## src/rtl/fetch_pkg.sv

```systemverilog
// fetch_pkg: shared FSM state type, PC step, bench NOP and a counter-width helper for the fetch stage
package fetch_pkg;
  typedef enum logic [1:0] {IDLE, REQ, WAIT, DROP} fetch_state_t;
  localparam int PC_STEP = 4;
  localparam logic [31:0] INSTR_NOP = 32'h0000_0013;
  function automatic int cnt_w(input int depth);
    return $clog2(depth + 1);
  endfunction
endpackage

```

## src/rtl/fetch_buffer.sv

```systemverilog
// fetch_buffer: FIFO of {pc, instr}; ports: push/pop/flush, write data, head data, count, full, empty
module fetch_buffer
  import fetch_pkg::*;
#(
  parameter int INSTR_WIDTH = 32,
  parameter int ADDR_WIDTH  = 32,
  parameter int BUF_DEPTH   = 2,
  localparam int PW = (BUF_DEPTH > 1) ? $clog2(BUF_DEPTH) : 1,
  localparam int CW = cnt_w(BUF_DEPTH)
) (
  input  logic                   clk,
  input  logic                   rst_n,
  input  logic                   i_push,
  input  logic                   i_pop,
  input  logic                   i_flush,
  input  logic [INSTR_WIDTH-1:0] i_instr,
  input  logic [ADDR_WIDTH-1:0]  i_pc,
  output logic [INSTR_WIDTH-1:0] o_instr,
  output logic [ADDR_WIDTH-1:0]  o_pc,
  output logic [CW-1:0]          o_count,
  output logic                   o_full,
  output logic                   o_empty
);
  logic [INSTR_WIDTH-1:0] r_instr [BUF_DEPTH];
  logic [ADDR_WIDTH-1:0]  r_pc    [BUF_DEPTH];
  logic [PW-1:0]          r_rd, r_wr;
  logic [CW-1:0]          r_count;
  logic                   w_push, w_pop;

  function automatic logic [PW-1:0] inc(input logic [PW-1:0] p);
    return (p == PW'(BUF_DEPTH - 1)) ? '0 : p + 1'b1;
  endfunction

  assign o_full  = r_count == CW'(BUF_DEPTH);
  assign o_empty = r_count == '0;
  assign o_count = r_count;
  assign o_instr = r_instr[r_rd];
  assign o_pc    = r_pc[r_rd];
  assign w_pop   = i_pop && !o_empty;
  assign w_push  = i_push && (!o_full || w_pop);

  always_ff @(posedge clk or negedge rst_n) begin
    if (!rst_n) begin
      r_rd    <= '0;
      r_wr    <= '0;
      r_count <= '0;
      for (int i = 0; i < BUF_DEPTH; i++) begin
        r_instr[i] <= '0;
        r_pc[i]    <= '0;
      end
    end else if (i_flush) begin
      r_rd    <= '0;
      r_wr    <= '0;
      r_count <= '0;
    end else begin
      if (w_push) begin
        r_instr[r_wr] <= i_instr;
        r_pc[r_wr]    <= i_pc;
        r_wr          <= inc(r_wr);
      end
      if (w_pop) r_rd <= inc(r_rd);
      r_count <= r_count + CW'(w_push) - CW'(w_pop);
    end
  end
endmodule

```

## src/rtl/instr_fetch.sv

```systemverilog
// instr_fetch: PC + one-outstanding imem request FSM feeding a small buffer to decode; ports: clk/rst_n, imem req/rsp, decode out, redirect in
module instr_fetch
  import fetch_pkg::*;
#(
  parameter int                    INSTR_WIDTH = 32,
  parameter int                    ADDR_WIDTH  = 32,
  parameter logic [ADDR_WIDTH-1:0] RESET_PC    = '0,
  parameter int                    BUF_DEPTH   = 2
) (
  input  logic                   clk,
  input  logic                   rst_n,
  output logic                   imem_req_valid,
  input  logic                   imem_req_ready,
  output logic [ADDR_WIDTH-1:0]  imem_req_addr,
  input  logic                   imem_rsp_valid,
  input  logic [INSTR_WIDTH-1:0] imem_rsp_data,
  output logic                   instr_valid,
  input  logic                   instr_ready,
  output logic [INSTR_WIDTH-1:0] instruction,
  output logic [ADDR_WIDTH-1:0]  instr_pc,
  input  logic                   redirect_valid,
  input  logic [ADDR_WIDTH-1:0]  redirect_pc
);
  localparam int CW = cnt_w(BUF_DEPTH);

  fetch_state_t          r_state;
  logic [ADDR_WIDTH-1:0] r_pc, r_addr;
  logic                  r_req_valid, r_drop_pend;
  logic [CW-1:0]         w_count;
  logic                  w_full, w_empty, w_push, w_pop, w_space;
  logic [ADDR_WIDTH-1:0] w_redir_pc, w_next_pc;

  assign w_redir_pc     = {redirect_pc[ADDR_WIDTH-1:2], 2'b00};
  assign w_next_pc      = redirect_valid ? w_redir_pc : r_pc;
  assign w_push         = (r_state == WAIT) && imem_rsp_valid && !redirect_valid;
  assign w_pop          = instr_valid && instr_ready;
  // room for one more request once this cycle's push/pop have landed
  assign w_space        = (w_count + CW'(w_push) - CW'(w_pop)) < CW'(BUF_DEPTH);
  assign imem_req_valid = r_req_valid;
  assign imem_req_addr  = r_addr;
  assign instr_valid    = !w_empty;

  fetch_buffer #(
    .INSTR_WIDTH(INSTR_WIDTH),
    .ADDR_WIDTH (ADDR_WIDTH),
    .BUF_DEPTH  (BUF_DEPTH)
  ) u_buf (
    .clk    (clk),
    .rst_n  (rst_n),
    .i_push (w_push),
    .i_pop  (w_pop),
    .i_flush(redirect_valid),
    .i_instr(imem_rsp_data),
    .i_pc   (r_addr),
    .o_instr(instruction),
    .o_pc   (instr_pc),
    .o_count(w_count),
    .o_full (w_full),
    .o_empty(w_empty)
  );

  always_ff @(posedge clk or negedge rst_n) begin
    if (!rst_n) begin
      r_state     <= IDLE;
      r_pc        <= RESET_PC;
      r_addr      <= RESET_PC;
      r_req_valid <= 1'b0;
      r_drop_pend <= 1'b0;
    end else begin
      case (r_state)
        IDLE: if (redirect_valid || !w_full || w_pop) begin
          r_state     <= REQ;
          r_req_valid <= 1'b1;
          r_addr      <= w_next_pc;
        end
        // a redirect seen while stalled here marks the eventual response for dropping
        REQ: if (imem_req_ready) begin
          r_req_valid <= 1'b0;
          r_drop_pend <= 1'b0;
          r_state     <= (redirect_valid || r_drop_pend) ? DROP : WAIT;
          if (!r_drop_pend) r_pc <= r_addr + ADDR_WIDTH'(PC_STEP);
        end else if (redirect_valid) r_drop_pend <= 1'b1;
        WAIT: if (imem_rsp_valid) begin
          r_state     <= (redirect_valid || w_space) ? REQ : IDLE;
          r_req_valid <= redirect_valid || w_space;
          r_addr      <= w_next_pc;
        end else if (redirect_valid) r_state <= DROP;
        DROP: if (imem_rsp_valid) begin
          r_state     <= REQ;
          r_req_valid <= 1'b1;
          r_addr      <= w_next_pc;
        end
        default: r_state <= IDLE;
      endcase
      if (redirect_valid) r_pc <= w_redir_pc;
    end
  end
endmodule
```

## config.mk

```make
export PLATFORM = sky130hd
export DESIGN_NAME = instr_fetch
export DESIGN_NICKNAME = d
export VERILOG_FILES = /design/src/rtl/fetch_pkg.sv /design/src/rtl/fetch_buffer.sv /design/src/rtl/instr_fetch.sv
export SDC_FILE = /design/constraint.sdc
export NUM_CORES = 1
export LEC_CHECK = 0
export CAP_MARGIN = 20
export CORE_ASPECT_RATIO = 0.8
export CORE_UTILIZATION = 52
export DETAILED_ROUTE_END_ITERATION = 16
export PLACE_DENSITY = 0.78
export SETUP_SLACK_MARGIN = 0.5
export SYNTH_ARGS = -nofsm -noshare
export SYNTH_HDL_FRONTEND = slang
export SYNTH_HIERARCHICAL = 1
export SYNTH_SLANG_ARGS = --single-unit
```

## constraint.sdc

```tcl
create_clock -name clk -period 2.8 [get_ports clk]
set_input_delay 0.28 -clock clk [delete_from_list [all_inputs] [get_ports clk]]
set_output_delay 0.28 -clock clk [all_outputs]
set_load 0.02 [all_outputs]
```

==> summary.md <==
| Metric | Value |
|---|---|
| Status | `complete, no violations` |
| Final wirelength | `21.96 mm` |
| CP startpoint kind | `register` |
| Fillcell total | `1324` |
| First-pass GRT wire length | `36.38 mm` |
| Crit path max fanout | `26` |
| Clock share of power | `0.205` |
| Mean Syn Cell Area | `12.83 sq um` |
| Rel. slew slack | `0.5656` |
| Routed Antenna Nets | `0` |
| Post-synthesis sequential area ratio | `0.5094` |
| # setup viols final | `0` |
| CTS max path bufs | `2` |
| Finished Core Util | `0.6841` |
| Slew Viols, Final | `0` |
| Sequential power share | `0.378` |
| Die area | `19450 sq um` |
| Initial antenna violation count | `1` |
| Multi-input gate area | `4572 sq um` |
| CTS Buf Count | `17` |
| EDFF count, synth | `0` |
| Final Hold Fails | `0` |
| Worst IR Drop VDD | `514.1 uV` |
| DR pass1 iterations | `5` |
| Total number of vias | `6689` |
| Post-Place Setup Slack | `0.2490 ns` |
| Post-route clock period utilization | `0.8377` |
| Comb pwr share | `0.417` |
| H-tree levels | `4` |
| GPL Wtd Cong | `0.7957` |
| Commonest non-fill, non-tap cell in the layout | `dfrtp_1` |
| CP Capture Type | `output pin` |
| Critical path arrival | `2.07 ns` |
| Async SR Flop Fraction | `1.000` |
| Clock sinks | `200` |
| Actual slew at the worst max-slew pin | `0.6456 ns` |
| Nets | `1018` |
| Layout cells sized above 1 | `0.3368` |
| Critical path class | `reg -> out` |
| Final Skew | `0.01208 ns` |
| CTS clk-pin slew, worst paths | `0.08 ns` |
| FF+latch count, synth | `200` |
| 1st-iter DRT viols | `519` |
| Fin Setup TNS | `0 ns` |
| Starting density of the core | `0.5360` |
| Die Y | `125.0 microns` |
| Top FF cell, synth | `dfrtp_1` |
| Drc violations | `0` |
| Die width | `155.7 microns` |
| RSZ-0062 raised after global routing | `yes` |
| Syn. warnings | `6` |
| Via density | `5.542` |
| Post-Syn Nets | `844` |
| Largest net degree at the start of global routing | `77` |
| P_leak | `0.005795 uW` |
| Pint | `7595 uW` |
| Commonest cells after routing, fill and taps aside | `dfrtp_1, mux2_2, clkdlybuf4s50_1, mux2_4, nand2_1` |
| Root Buffer Master | `clkbuf_16` |
| Grt total ovfl | `0` |
| IO Count | `168` |
| Core ar. | `18330 sq um` |
| Max Freq | `426.4 MHz` |
| DP HPWL | `14.38 mm` |
| WP data required | `2.52 ns` |
| Cell area after synthesis | `9826 sq um` |
| Register area | `5011 sq um` |
| Tot GR Track Use | `0.2381` |
| Cells after synthesis | `766` |
| Row cnt | `44` |
| Max-cap check violation count | `0` |
| PwrDens | `941.7 nW/um^2` |
| Net switching power | `4215 uW` |
| I/O Buffers | `165` |
| Later-pin clock latency in the skew report | `0.43 ns` |
| Vias in the first global route | `6865` |
| Net Sw Frac | `0.3569` |
| Tmin final | `2.345 ns` |
| Hold Crit Class | `in -> reg` |
| Area grow syn2layout | `27.63%` |
| Final WS setup | `0.4545 ns` |
| Drt wl/cell | `18.19 microns` |
| Distinct cells, synth | `56` |
| CTS tree | `yes` |
[worst max-delay path: stages (launching register included)]
cell and delay, ns:
dfrtp_4 0.45, buf_8 0.24, mux2_2 0.39, clkdlybuf4s50_1 0.54
[cell usage after synthesis (all sizes together), types with 10 or more instances]
library cell  count  area [sq um]
inv              23         86.33
clkbuf           23         87.58
a21oi            10         50.05
buf              19         132.6
nor2             18         67.56
o21ai            32         160.2
nor3             11         60.06
a22oi            17         127.6
nand3            25         125.1
xnor2            13         113.9
dfrtp           200          5005
mux2            238          2864
nand2            45         168.9
[per-layer routing]
| metal | global-route usage | routed length, microns | vias up |
|---|---|---|---|
| met1 | 0.3449 | 10710 | 3393 |
| li1 | - | - | 3130 |
| met2 | 0.3577 | 9826 | 154 |
| met3 | 0.06794 | 1248 | 12 |
| met4 | 0.04844 | 170 | 0 |
| met5 | 0 | 0 | - |
[repair_timing]
action                                 in CTS  in global routing
setup endpoints to repair                 130                152
pin swaps                                   1                  3
hold buffers                                1                  0
gates resized for setup                    15                 14
setup buffers                               2                  1
endpoints found under the hold margin      66                  0
[per-stage QoR]
step | hold WS [ns] | area (sq um) | power (uW) | instances
4_1_cts | 0.3437 | 12490 | 11830 | 1205
3_5_place_dp | 0.3241 | 11880 | 9402 | 1170
2_1_floorplan | -0.01559 | 9826 | 7243 | 766
3_3_place_gp | 0.3187 | 11880 | 9304 | 1170
5_1_grt | 0.4223 | 12540 | 12470 | 1206
6_report | 0.3634 | 12540 | 11810 | 1207
[power by group through the flow]
stage               clock network, uW  logic (uW)  registers, uW
finish                           2420        4920           4470
global route                     2600        5290           4580
CTS                              2470        4920           4440
detailed placement                  0        4940           4460
global placement                    0        4860           4440
floorplan                           0        2670           4570
[kinds of logic (layout without fill, tap and decap cells)]
logic type / Yosys count / in the layout / synth area share
multiplexers: 241 / 241 / 0.2945
buffers and inverters: 65 / 252 / 0.03120
XOR/XNOR: 15 / 15 / 0.01337
AO/OA/AOI/OAI: 90 / 90 / 0.06036
flip-flops: 200 / 200 / 0.5094
other: 0 / 1 / 0
adder cells (fa/ha/maj): 8 / 8 / 0.01019
AND/OR/NAND/NOR: 147 / 147 / 0.08099
[layout make-up]
| class | count | area share |
|---|---|---|
| diodes | 1 | 0.0001995 |
| clock buffers | 18 | 0.03422 |
| clock inverters | 14 | 0.01207 |
| inverters | 23 | 0.006884 |
| multi-input cells | 501 | 0.3646 |
| flip-flops and latches | 200 | 0.3996 |
| well taps | 253 | 0.02524 |
| repair buffers | 197 | 0.1572 |
[registers in the layout (all words and copies together), names as in the netlist, 2 cells and up]
| name | cells |
|---|---|
| imem_req_addr | 32 |
| r_pc | 32 |
| r_state | 2 |
| u_buf/o_count | 2 |
| u_buf/r_instr | 64 |
| u_buf/r_pc | 64 |
[path summary, 6_finish.rpt]
path,from,endpoint,slack (ns),cells past startpoint
setup / recovery,u_buf/r_rd$_DFFE_PN0P_,instr_pc[17],0.45,3
hold / removal,redirect_valid,imem_req_valid$_DFFE_PN0P_,0.36,4
setup reg to reg,imem_req_addr[2]$_DFFE_PN0P_,r_pc[29]$_DFFE_PN0P_,0.58,5
hold reg to reg,u_buf/r_pc[15]$_DFFE_PN0P_,u_buf/r_pc[15]$_DFFE_PN0P_,0.50,1
max in group asynchronous,rst_n,imem_req_addr[11]$_DFFE_PN0P_,1.51,3
min in group asynchronous,rst_n,imem_req_valid$_DFFE_PN0P_,0.41,2
Power figures use the tool's default switching activity.
